File: config.mk
export PLATFORM = sky130hd
export DESIGN_NAME = ser2par
export DESIGN_NICKNAME = d
export VERILOG_FILES = /design/src/rtl/ser2par.sv
export SDC_FILE = /design/constraint.sdc
export NUM_CORES = 1
export LEC_CHECK = 0
export BUFFER_PORTS_ARGS = -buffer_cell sky130_fd_sc_hd__buf_2
export CAP_MARGIN = 25
export CELL_PAD_IN_SITES_DETAIL_PLACEMENT = 1
export CELL_PAD_IN_SITES_GLOBAL_PLACEMENT = 2
export CORE_ASPECT_RATIO = 0.9
export CORE_MARGIN = 10
export CORE_UTILIZATION = 34
export CTS_BUF_LIST = sky130_fd_sc_hd__clkbuf_4 sky130_fd_sc_hd__clkbuf_8
export DETAILED_ROUTE_END_ITERATION = 7
export PLACE_DENSITY = 0.91
export SYNTH_ARGS = -nofsm -noshare
export SYNTH_HDL_FRONTEND = slang
export SYNTH_SLANG_ARGS = --single-unit
File: constraint.sdc
create_clock -name clk -period 2.1 [get_ports clk]
set_clock_uncertainty 0.15 [all_clocks]
set_input_delay 0.105 -clock clk [delete_from_list [all_inputs] [get_ports clk]]
set_output_delay 0.105 -clock clk [all_outputs]
set_load 0.005 [all_outputs]
File: src/rtl/ser2par.sv
`timescale 1ns/1ps
// ser2par: serial-to-parallel deserializer.
// Collects a WIDTH-bit word sent LSB-first, one bit per din_vld cycle. Frames
// start on a qualified sof. Each completed word is presented in a holding
// register under a valid/ready handshake. Sticky flags report dropped words
// (overflow) and frames cut short by a new sof (frame_err).
module ser2par #(
    parameter int WIDTH = 8
) (
    input  logic             clk,
    input  logic             rst,
    input  logic             din,
    input  logic             din_vld,
    input  logic             sof,
    output logic [WIDTH-1:0] dout,
    output logic             dout_vld,
    input  logic             dout_rdy,
    output logic             busy,
    output logic             overflow,
    output logic             frame_err,
    input  logic             clr_err
);

    // The bit counter must hold values 0..WIDTH-1.
    localparam int CNT_W = (WIDTH > 2) ? $clog2(WIDTH) : 1;
    localparam logic [CNT_W-1:0] LAST_C = CNT_W'(WIDTH - 1);
    localparam logic [CNT_W-1:0] ONE_C  = CNT_W'(1);

    typedef enum logic [0:0] {
        IDLE  = 1'b0,
        SHIFT = 1'b1
    } state_t;

    state_t             state_r;
    logic [WIDTH-1:0]   shreg_r;
    logic [CNT_W-1:0]   cnt_r;
    logic               busy_r;
    logic [WIDTH-1:0]   dout_r;
    logic               dout_vld_r;
    logic               overflow_r;
    logic               frame_err_r;

    logic [WIDTH-1:0]   shift_s;
    logic               complete_s;
    logic               drain_s;
    logic               load_s;
    logic               ovf_set_s;
    logic               ferr_set_s;

    // Decode the per-cycle events: shifted word, completion, drain, load, flag sets.
    always_comb begin
        shift_s    = {din, shreg_r[WIDTH-1:1]};
        complete_s = 1'b0;
        ferr_set_s = 1'b0;
        if ((state_r == SHIFT) && din_vld) begin
            // A sof mid-frame restarts the frame rather than completing it.
            if (sof) begin
                ferr_set_s = 1'b1;
            end else if (cnt_r == LAST_C) begin
                complete_s = 1'b1;
            end else begin
                complete_s = 1'b0;
            end
        end else begin
            complete_s = 1'b0;
            ferr_set_s = 1'b0;
        end
        drain_s = dout_vld_r & dout_rdy;
        if (complete_s) begin
            // Load when empty or when the held word leaves this same cycle.
            load_s    = ~dout_vld_r | dout_rdy;
            ovf_set_s = dout_vld_r & ~dout_rdy;
        end else begin
            load_s    = 1'b0;
            ovf_set_s = 1'b0;
        end
    end

    // Frame FSM: shift register, bit counter, state and registered busy.
    always_ff @(posedge clk) begin
        if (rst) begin
            state_r <= IDLE;
            shreg_r <= '0;
            cnt_r   <= '0;
            busy_r  <= 1'b0;
        end else begin
            case (state_r)
                IDLE: begin
                    if (din_vld && sof) begin
                        shreg_r <= shift_s;
                        cnt_r   <= ONE_C;
                        state_r <= SHIFT;
                        busy_r  <= 1'b1;
                    end else begin
                        state_r <= IDLE;
                        busy_r  <= 1'b0;
                    end
                end
                SHIFT: begin
                    if (!din_vld) begin
                        state_r <= SHIFT;
                        busy_r  <= 1'b1;
                    end else if (sof) begin
                        // Restart: this din becomes bit 0 of a fresh frame.
                        shreg_r <= shift_s;
                        cnt_r   <= ONE_C;
                        state_r <= SHIFT;
                        busy_r  <= 1'b1;
                    end else if (cnt_r == LAST_C) begin
                        shreg_r <= shift_s;
                        cnt_r   <= '0;
                        state_r <= IDLE;
                        busy_r  <= 1'b0;
                    end else begin
                        shreg_r <= shift_s;
                        cnt_r   <= cnt_r + ONE_C;
                        state_r <= SHIFT;
                        busy_r  <= 1'b1;
                    end
                end
                default: begin
                    state_r <= IDLE;
                    shreg_r <= '0;
                    cnt_r   <= '0;
                    busy_r  <= 1'b0;
                end
            endcase
        end
    end

    // Output holding register and its valid flag.
    always_ff @(posedge clk) begin
        if (rst) begin
            dout_r     <= '0;
            dout_vld_r <= 1'b0;
        end else if (load_s) begin
            dout_r     <= shift_s;
            dout_vld_r <= 1'b1;
        end else if (drain_s) begin
            dout_vld_r <= 1'b0;
        end else begin
            dout_vld_r <= dout_vld_r;
        end
    end

    // Sticky error flags; a set event outranks a simultaneous clear.
    always_ff @(posedge clk) begin
        if (rst) begin
            overflow_r  <= 1'b0;
            frame_err_r <= 1'b0;
        end else begin
            if (ovf_set_s) begin
                overflow_r <= 1'b1;
            end else if (clr_err) begin
                overflow_r <= 1'b0;
            end else begin
                overflow_r <= overflow_r;
            end
            if (ferr_set_s) begin
                frame_err_r <= 1'b1;
            end else if (clr_err) begin
                frame_err_r <= 1'b0;
            end else begin
                frame_err_r <= frame_err_r;
            end
        end
    end

    assign dout      = dout_r;
    assign dout_vld  = dout_vld_r;
    assign busy      = busy_r;
    assign overflow  = overflow_r;
    assign frame_err = frame_err_r;

endmodule

==> flow_summary.json, run 1 <==
{
  "drc": 0,
  "worst_pin_slew_ns": 0.571,
  "avgViaCountPerCell": 4.85,
  "cpPeakStageDelay_ns": 0.39,
  "grt_pass1_wl_mm": 3.39,
  "synth_xor_area_frac": 0,
  "fmax_mhz": 575,
  "grt_usage": 0.0813,
  "final-max-slew-violation-count": 0,
  "hpwl_mm": 1.47,
  "finalCritPeriodShare": 0.828,
  "fin_area_mm2": 0.00111,
  "die_area_mm2": 0.00516,
  "cts_made_buffers": 3,
  "yosys.area_share.simple": 0.237,
  "synth_nets": 101,
  "drt_pass1_iterations": 4,
  "grt_setup_unrepaired": "no",
  "clock_path_buffers": 2,
  "fp.dieH_um": 69.1,
  "syn_area_um2": 912,
  "p_leak_nw": 0.469,
  "synth_top_family_by_area": "simple AND/OR/NAND/NOR gates",
  "worstSetupStartpointType": "register",
  "cts.sinks": 22,
  "insertedDiodeCount": 0,
  "vdd_drop_max_v": 0.000233,
  "path_class": "register to register",
  "place_area_mm2": 0.00102,
  "fin_nets": 125,
  "drtIter0Drc": 41,
  "final_layout_size_suffix_gt1_frac": 0.217,
  "ios": 19,
  "power_mw": 0.715,
  "path_delay_family": "flip-flops",
  "finalSetupTns_ns": 0,
  "hold_class": "primary input to register",
  "htreeDepth": 1,
  "ys_ff_latch": 22,
  "gp_congestion": 0.731,
  "fillers": 293,
  "slew_headroom": 0.619,
  "core_area_mm2": 0.00251,
  "core.rowCount": 17,
  "start_util": 0.363,
  "r2r_start": "cnt_r[0]$_SDFFE_PP0P_",
  "crit_arrival_ns": 1.82,
  "post_cts_resized": 0,
  "hold_viol_final": 0,
  "ys_seq_area_frac": 0.483,
  "yosys_warnings": 0,
  "yosys.area.top_type_share": 0.483,
  "io_buffers": 18,
  "antenna_found_initial": 0,
  "path_buf_inv": 1,
  "final.min_clock_period_ns": 1.74,
  "hp-start": "sof",
  "ant_nets": 0,
  "grt_max_degree": 31,
  "power_density_mw_per_mm2": 645,
  "cp-end-kind": "register",
  "die_w_um": 74.6,
  "required_ns": 2.18,
  "startpoint": "cnt_r[0]$_SDFFE_PP0P_",
  "cts_root_buf": "clkbuf_4",
  "cts_tree": "yes",
  "grt_pass1_vias": 726,
  "crit_fanout": 8,
  "synth_area_leaders": "dfxtp_1 (48%), mux2i_1 (16%), nand2b_1 (12%)",
  "synth_cells": 92,
  "grt_overflow": 0,
  "vias": 694,
  "crit_chain": "ha_1, ha_1, nand4b_1, nor2b_1, buf_4, mux2i_1",
  "synth_fa_ha_area_frac": 0.0274,
  "max_cap_viol_count": 0,
  "outcome": "completed",
  "setup_viol": 0,
  "synth_cell_type_count": 21,
  "clkTransAtPathRegs_ns": 0.13,
  "synth_mux_area_frac": 0.165,
  "clk_latency_ns": 0.31,
  "yosys.area.top_type": "dfxtp_1",
  "avgSynthCellArea_um2": 9.91,
  "critical_path.most_common_cell": "ha_1",
  "syn_to_final_growth_pct": 21.4,
  "synth_compound_area_frac": 0.0576,
  "wl_per_cell_um": 14.2,
  "totalWireLength_mm": 2.03,
  "cp_slowest_cell": "dfxtp_1"
}
-- area by class of cell --
cell class	instances	area, um2	area share
tap	28	35.0	0.0316
multi-input combinational	64	444	0.401
clock buffer	4	36.3	0.0328
timing repair buffer	24	148	0.133
sequential	22	440	0.398
inverter	1	3.75	0.00339
-- cells by family after synthesis --
| kind of cell | count (synthesis) |
|---|---|
| AO/OA/AOI/OAI | 9 |
| adder cells (fa/ha/maj) | 2 |
| buffers and inverters | 6 |
| flip-flops | 22 |
| multiplexers | 15 |
| AND/OR/NAND/NOR | 38 |
-- synthesized netlist by cell type --
library cell  instances
a21oi_1               5
a22oi_1               1
buf_2                 1
buf_4                 1
clkbuf_1              3
dfxtp_1              22
ha_1                  2
inv_1                 1
mux2i_1              15
nand2_1               4
nand2_2               1
nand2b_1             18
nand3_1               1
nand4b_1              2
nor2_1                8
nor2b_1               2
nor3b_1               1
o21ai_0               1
o21ai_2               1
o22ai_1               1
or4b_1                1
-- worst paths after layout --
kind	to	slack [ns]	cells past startpoint
worst max-delay path	dout[3]$_SDFFE_PP0P_	0.36	6
worst min register to register	cnt_r[1]$_SDFFE_PP0P_	0.33	2
worst min-delay path	cnt_r[1]$_SDFFE_PP0P_	0.02	3
worst max register to register	dout[3]$_SDFFE_PP0P_	0.36	6
-- flip-flops by register name, summed over array words and instances (netlist names) --
signal,count
frame_err,1
dout_vld,1
cnt_r,3
busy,1
dout,8
shreg_r,7
overflow,1
-- layout by cell type, fill, tap and decap left out --
master / netlist / final
dfxtp_1: 22 / 22
dlygate4sd3_1: 0 / 5
nor2_1: 8 / 8
nand2b_1: 18 / 18
mux2i_1: 15 / 15
nand2_1: 4 / 4
inv_1: 1 / 1
nand4b_1: 2 / 2
o21ai_2: 1 / 1
nand2_2: 1 / 1
buf_2: 1 / 18
buf_4: 1 / 1
o22ai_1: 1 / 1
clkbuf_4: 0 / 3
nor3b_1: 1 / 1
clkbuf_8: 0 / 1
o21ai_0: 1 / 1
a22oi_1: 1 / 1
a21oi_1: 5 / 5
ha_1: 2 / 2
nor2b_1: 2 / 2
nand3_1: 1 / 1
or4b_1: 1 / 1
-- tightest hold or removal path: cells and delay by family --
| kind | cells | cell delay, ns |
|---|---|---|
| buffers and inverters | 1 | 0.15 |
| AND/OR/NAND/NOR | 1 | 0.14 |
| AO/OA/AOI/OAI | 1 | 0.06 |
-- per-stage QoR --
| stage | hold slack, ns | utilization | worst slack [ns] | instances |
|---|---|---|---|---|
| final | 0.0226 | 0.441 | 0.360 | 143 |
| after global routing | 0.0524 | 0.441 | 0.212 | 143 |
| after CTS | 0.0171 | 0.441 | 0.358 | 143 |
| after detailed placement | 0.226 | 0.407 | 0.385 | 134 |
| after global placement | 0.217 | 0.407 | 0.500 | 134 |
| after floorplan | 0.0989 | - | 0.553 | 92 |
-- what timing repair did --
item,in CTS,in global routing
hold endpoints to repair,6,0
buffers inserted,0,0
hold buffers,5,0
-- layer usage --
metal	up-vias	track usage	part of all wire
li1	353	-	-
met1	327	0.0948	0.44
met2	12	0.133	0.49
met3	2	0.0157	0.049
met4	0	0.0438	0.014
met5	-	0	0
-- power breakdown --
part	total, mW	switching [mW]	internal (mW)	leakage, nW
clock network	0.235	0.129	0.106	0.0210
registers	0.429	0.00621	0.423	0.178
logic	0.0509	0.0248	0.0261	0.270
Note: power is estimated with default switching activity, not from simulation.
==> run 2: changes to the inputs <==
--- a/config.mk
+++ b/config.mk
@@ -5,16 +5,17 @@
 export SDC_FILE = /design/constraint.sdc
 export NUM_CORES = 1
 export LEC_CHECK = 0
+export ABC_AREA = 1
 export BUFFER_PORTS_ARGS = -buffer_cell sky130_fd_sc_hd__buf_2
 export CAP_MARGIN = 25
 export CELL_PAD_IN_SITES_DETAIL_PLACEMENT = 1
 export CELL_PAD_IN_SITES_GLOBAL_PLACEMENT = 2
 export CORE_ASPECT_RATIO = 0.9
 export CORE_MARGIN = 10
-export CORE_UTILIZATION = 34
+export CORE_UTILIZATION = 32
 export CTS_BUF_LIST = sky130_fd_sc_hd__clkbuf_4 sky130_fd_sc_hd__clkbuf_8
 export DETAILED_ROUTE_END_ITERATION = 7
-export PLACE_DENSITY = 0.91
+export PLACE_DENSITY = 0.92
 export SYNTH_ARGS = -nofsm -noshare
 export SYNTH_HDL_FRONTEND = slang
 export SYNTH_SLANG_ARGS = --single-unit
==> constraint.sdc (replaced) <==
create_clock -name clk -period 1.7 [get_ports clk]
set_clock_uncertainty 0.15 [all_clocks]
set_input_delay 0.085 -clock clk [delete_from_list [all_inputs] [get_ports clk]]
set_output_delay 0.085 -clock clk [all_outputs]
set_load 0.005 [all_outputs]
==> flow_summary.json, run 2 <==
{
  "final.min_clock_period_ns": 1.58,
  "syn_to_final_growth_pct": 21.9,
  "final-max-slew-violation-count": 0,
  "avgSynthCellArea_um2": 7.59,
  "totalWireLength_mm": 2.57,
  "yosys_warnings": 0,
  "gp_congestion": 0.750,
  "fin_area_mm2": 0.00121,
  "required_ns": 1.81,
  "max_cap_viol_count": 0,
  "final_cell_mix": "inv_1 (29), nand2_1 (23), dfxtp_1 (22)",
  "power_density_mw_per_mm2": 865,
  "drc": 0,
  "ant_nets": 0,
  "crit_arrival_ns": 1.69,
  "finalSetupTns_ns": 0,
  "rr_worst_depth": 8,
  "grt_max_degree": 16,
  "ys_seq_area_frac": 0.443,
  "grt_usage": 0.0893,
  "yosys.area.top_type_share": 0.443,
  "synth_fa_ha_area_frac": 0.0252,
  "hold_depth": 3,
  "vdd_drop_max_v": 0.000397,
  "setup_viol": 0,
  "drtIter0Drc": 53,
  "final_layout_size_suffix_gt1_frac": 0.221,
  "post_cts_buffers": 0,
  "ys.flop_type": "dfxtp_1",
  "synth_compound_area_frac": 0.122,
  "synth_xor_area_frac": 0,
  "largest_register_ff_count": 8,
  "syn_area_um2": 995,
  "synth_commonest_cells": "inv_1 (29), nand2_1 (23), dfxtp_1 (22)",
  "cts_tree": "yes",
  "path_class": "register to register",
  "p_int_mw": 0.806,
  "cts_root_buf": "clkbuf_4",
  "cts.sinks": 22,
  "fmax_mhz": 633,
  "rrSetupSlack_ns": 0.12,
  "io_buffers": 18,
  "hpwl_mm": 1.67,
  "core_area_mm2": 0.00302,
  "power_frac_comb": 0.089,
  "synth_nets": 140,
  "avgViaCountPerCell": 4.65,
  "htreeDepth": 1,
  "synth_mux_area_frac": 0,
  "start_util": 0.329,
  "fin_nets": 164,
  "clk_latency_ns": 0.31,
  "clkTransAtPathRegs_ns": 0.13,
  "outcome": "completed",
  "die_area_mm2": 0.00574,
  "die_w_um": 78.8,
  "power_frac_clock": 0.389,
  "drt_pass1_iterations": 4,
  "core.rowCount": 19,
  "layout_commonest_cell": "inv_1",
  "power_frac_seq": 0.522,
  "ys_ff_latch": 22,
  "synth_cells": 131,
  "hold_viol_final": 0,
  "grt_overflow": 0,
  "worstSetupStartpointType": "register",
  "fp.dieH_um": 72.9,
  "swShare": 0.231,
  "switching_power_mw": 0.242,
  "synth_cell_type_count": 23,
  "worst_pin_slew_ns": 0.509,
  "vias": 911,
  "insertedDiodeCount": 0,
  "grt_pass1_vias": 925,
  "fillers": 392,
  "yosys.area_share.simple": 0.259,
  "cp-end-kind": "register",
  "synth_top_family_by_area": "simple AND/OR/NAND/NOR gates",
  "grt_setup_unrepaired": "no",
  "cts_made_buffers": 3,
  "grt_pass1_wl_mm": 4.11,
  "hold_class": "primary input to register",
  "async_reset_ff_frac": 0,
  "wl_per_cell_um": 13.1,
  "synth_most_common_cell": "inv_1",
  "antenna_found_initial": 0,
  "synth_edf_count": 0,
  "synth_area_leaders": "dfxtp_1 (44%), inv_1 (11%), nand2_1 (8.7%)",
  "place_area_mm2": 0.00110,
  "slew_headroom": 0.660,
  "finalCritPeriodShare": 0.929,
  "ios": 19,
  "p_leak_nw": 0.555,
  "crit_fanout": 4,
  "clock_path_buffers": 2,
  "yosys.area.top_type": "dfxtp_1"
}
[run 2: cell types whose count changed after synthesis, sizes merged, moves of 3 or more]
cell,change
nand3,+11
inv,+29
nor2,+3
o21ai,+5
a21oi,+8
mux2i,-15
nand2,+21
clkbuf,-3
nand2b,-18
[run 2: worst paths after layout]
| path | to | startpoint |
|---|---|---|
| worst min register to register | overflow$_SDFFE_PP0P_ | overflow$_SDFFE_PP0P_ |
| worst min-delay path | cnt_r[0]$_SDFFE_PP0P_ | din_vld |
| worst max-delay path | dout[5]$_SDFFE_PP0P_ | cnt_r[0]$_SDFFE_PP0P_ |
| worst max register to register | dout[5]$_SDFFE_PP0P_ | cnt_r[0]$_SDFFE_PP0P_ |
[run 2: cell type report]
type                    instances  area [um2]  share of cell area
clock inverters                 1        30.0              0.0248
multi-input cells              76         419               0.346
flip-flops and latches         22         440               0.363
clock buffers                   3        22.5              0.0186
well taps                      42        52.6              0.0433
inverters                      30         118              0.0970
repair buffers                 22         130               0.107
[run 2: power by group through the flow]
stage	logic, mW	registers, mW	clock network [mW]
after global routing	0.103	0.550	0.438
after global placement	0.0767	0.556	0
after detailed placement	0.0812	0.558	0
after floorplan	0.0641	0.555	0
final	0.0930	0.547	0.408
after CTS	0.0912	0.547	0.414
[run 2: what timing repair did]
| action | 4_1_cts | 5_1_grt |
|---|---|---|
| setup endpoints to repair | 0 | 1 |
| hold buffers | 4 | 0 |
| endpoints found under the hold margin | 9 | 0 |
| resized for setup | 0 | 1 |
[run 2: critical path, stage by stage (launching register included)]
cell and delay, ns:
dfxtp_1 0.39, ha_1 0.16, ha_1 0.19, inv_1 0.10
nor2_4 0.16, nand3_2 0.16, nand2_1 0.10, inv_1 0.04
nor2_1 0.08
[run 2: routing by layer]
metal  vias up  track usage  routed length (um)
li1        449            -                   -
met1       445       0.0866                1000
met2        15        0.177                1460
met3         2       0.0209                  80
met4         0       0.0358                  31
met5         -            0                   0
[run 2: kinds of logic after synthesis]
| group | Yosys count |
|---|---|
| buf+inv | 34 |
| simple gates | 52 |
| flops | 22 |
| compound gates | 21 |
| fa+ha+maj | 2 |
[run 2: metrics by stage]
step	utilization	setup slack, ns	hold WS [ns]	power (mW)	std cells
6_report	0.402	0.121	0.0371	1.05	196
5_1_grt	0.402	0.00257	0.0555	1.09	196
4_1_cts	0.397	0.111	0.0297	1.05	195
3_5_place_dp	0.366	0.164	0.212	0.639	187
3_3_place_gp	0.366	0.251	0.197	0.632	187
2_1_floorplan	-	0.370	0.0778	0.619	131
==> run 3: changes to the inputs <==
--- a/config.mk
+++ b/config.mk
@@ -6,6 +6,7 @@
 export NUM_CORES = 1
 export LEC_CHECK = 0
 export ABC_AREA = 1
+export ABC_CLOCK_PERIOD_IN_PS = 1700
 export BUFFER_PORTS_ARGS = -buffer_cell sky130_fd_sc_hd__buf_2
 export CAP_MARGIN = 25
 export CELL_PAD_IN_SITES_DETAIL_PLACEMENT = 1
@@ -16,6 +17,7 @@
 export CTS_BUF_LIST = sky130_fd_sc_hd__clkbuf_4 sky130_fd_sc_hd__clkbuf_8
 export DETAILED_ROUTE_END_ITERATION = 7
 export PLACE_DENSITY = 0.92
+export REMOVE_ABC_BUFFERS = 1
 export SYNTH_ARGS = -nofsm -noshare
 export SYNTH_HDL_FRONTEND = slang
 export SYNTH_SLANG_ARGS = --single-unit
==> flow_summary.json, run 3 (synthesized netlist as in run 2, its figures left out) <==
{
  "outcome": "complete, but fails checks",
  "violations": "negative hold slack",
  "power_frac_comb": 0.087,
  "multi_input_area_um2": 409,
  "fmax_mhz": 630,
  "htreeDepth": 1,
  "fillers": 406,
  "cp_slowest_cell": "dfxtp_2",
  "clkTransAtPathRegs_ns": 0.14,
  "hold_class": "primary input to register",
  "cts_tree": "yes",
  "post_cts_buffers": 0,
  "setup_viol": 0,
  "grt_pass1_vias": 921,
  "layout.area.seq_um2": 442,
  "syn_to_final_growth_pct": 22.0,
  "p_leak_nw": 0.562,
  "grt_pass1_wl_mm": 4.17,
  "layout_commonest_cell": "inv_1",
  "hpwl_mm": 1.77,
  "hold_viol_final": 1,
  "ant_nets": 0,
  "fin_ws_ns": 0.112,
  "cts_root_buf": "clkbuf_4",
  "die_w_um": 78.8,
  "insertedDiodeCount": 0,
  "crit_fanout": 9,
  "drt_pass1_iterations": 3,
  "cp-end-kind": "register",
  "worst_pin_slew_ns": 0.440,
  "die_area_mm2": 0.00574,
  "antenna_found_initial": 0,
  "max_cap_viol_count": 0,
  "core.rowCount": 19,
  "final.min_clock_period_ns": 1.59,
  "hold_slack_ns": -0.00872,
  "required_ns": 1.83,
  "swShare": 0.239,
  "cts.sinks": 22,
  "crit_chain": "ha_1, ha_1, inv_1, nor2_4, nand3_4, nand2_1, inv_1, nor2_1",
  "finalCritPeriodShare": 0.934,
  "clock_path_buffers": 2,
  "path_class": "register to register",
  "place_area_mm2": 0.00110,
  "rrSetupSlack_ns": 0.11,
  "power_frac_seq": 0.515,
  "grt_max_degree": 16,
  "fin_nets": 164,
  "fp.dieH_um": 72.9,
  "grt_usage": 0.0906,
  "utilization": 0.402,
  "largest_register_ff_count": 8,
  "core_area_mm2": 0.00302,
  "avgViaCountPerCell": 4.47,
  "cts_made_buffers": 3,
  "vdd_drop_max_v": 0.000291,
  "gp_congestion": 0.790,
  "switching_power_mw": 0.254,
  "wl_per_cell_um": 12.7,
  "power_density_mw_per_mm2": 875,
  "finalSetupTns_ns": 0,
  "start_util": 0.329,
  "final-max-slew-violation-count": 0,
  "final_layout_size_suffix_gt1_frac": 0.221,
  "drtIter0Drc": 28,
  "slew_headroom": 0.706,
  "final_cell_mix": "inv_1 (29), nand2_1 (23), dfxtp_1 (21)",
  "grt_setup_unrepaired": "no",
  "cpPeakStageDelay_ns": 0.37,
  "fin_area_mm2": 0.00121,
  "grt_overflow": 0,
  "worstSetupStartpointType": "register",
  "totalWireLength_mm": 2.49,
  "pre_cts_slack_ns": 0.195,
  "io_buffers": 18,
  "ios": 19,
  "crit_arrival_ns": 1.71,
  "power_frac_clock": 0.398,
  "vias": 876,
  "clk_latency_ns": 0.34,
  "drc": 0,
  "p_int_mw": 0.808
}
run 3: changes by cell type in the layout (fill, tap and decap cells not counted):
cell	previous run	this run
dfxtp_1	22	21
dfxtp_2	0	1
dlygate4sd3_1	4	5
nand3_2	1	0
run 3: cell type report:
| cell class | count | share of cell area |
|---|---|---|
| Sequential cell | 22 | 0.364 |
| Multi-Input combinational cell | 75 | 0.337 |
| Clock buffer | 3 | 0.0186 |
| Inverter | 30 | 0.0969 |
| Tap cell | 42 | 0.0433 |
| Clock inverter | 1 | 0.0247 |
| Timing Repair Buffer | 23 | 0.115 |
run 3: critical path: cells and delay by family, from the launching register on:
| kind | cells | cell delay [ns] |
|---|---|---|
| adder cells (fa/ha/maj) | 2 | 0.38 |
| buffers and inverters | 2 | 0.15 |
| flip-flops | 1 | 0.37 |
| AND/OR/NAND/NOR | 4 | 0.48 |
run 3: what timing repair did:
| item | 4_1_cts | 5_1_grt |
|---|---|---|
| hold buffers | 5 | 0 |
| endpoints found under the setup margin | 0 | 2 |
| resized for setup | 0 | 2 |
| hold endpoints to repair | 9 | 0 |
run 3: metrics by stage:
stage,power [mW],std cells,hold slack (ns)
2_1_floorplan,0.608,127,0.00407
3_3_place_gp,0.635,187,0.201
3_5_place_dp,0.640,187,0.220
4_1_cts,1.05,196,0.000883
5_1_grt,1.10,196,0.0213
6_report,1.06,196,-0.00872
run 3: worst paths after layout:
check,depth (start not counted),end,from
setup / recovery,8,dout[5]$_SDFFE_PP0P_,cnt_r[0]$_SDFFE_PP0P_
hold / removal,3,cnt_r[0]$_SDFFE_PP0P_,sof
setup reg to reg,8,dout[5]$_SDFFE_PP0P_,cnt_r[0]$_SDFFE_PP0P_
hold reg to reg,2,shreg_r[6]$_SDFFE_PP0P_,shreg_r[7]$_SDFFE_PP0P_
run 3: power groups by stage:
stage | combinational, mW | clock, mW | sequential, mW
6_report | 0.0922 | 0.423 | 0.547
5_1_grt | 0.104 | 0.443 | 0.549
3_5_place_dp | 0.0833 | 0 | 0.557
2_1_floorplan | 0.0538 | 0 | 0.555
3_3_place_gp | 0.0795 | 0 | 0.555
4_1_cts | 0.0922 | 0.417 | 0.546
run 3: layer usage:
layer,part of all wire,wire [um],vias to the layer above,global-route usage
met5,0,0,-,0
met4,0.037,93,0,0.0596
met3,0.032,80,7,0.0185
met2,0.51,1260,13,0.167
met1,0.43,1060,407,0.0910
li1,-,-,449,-
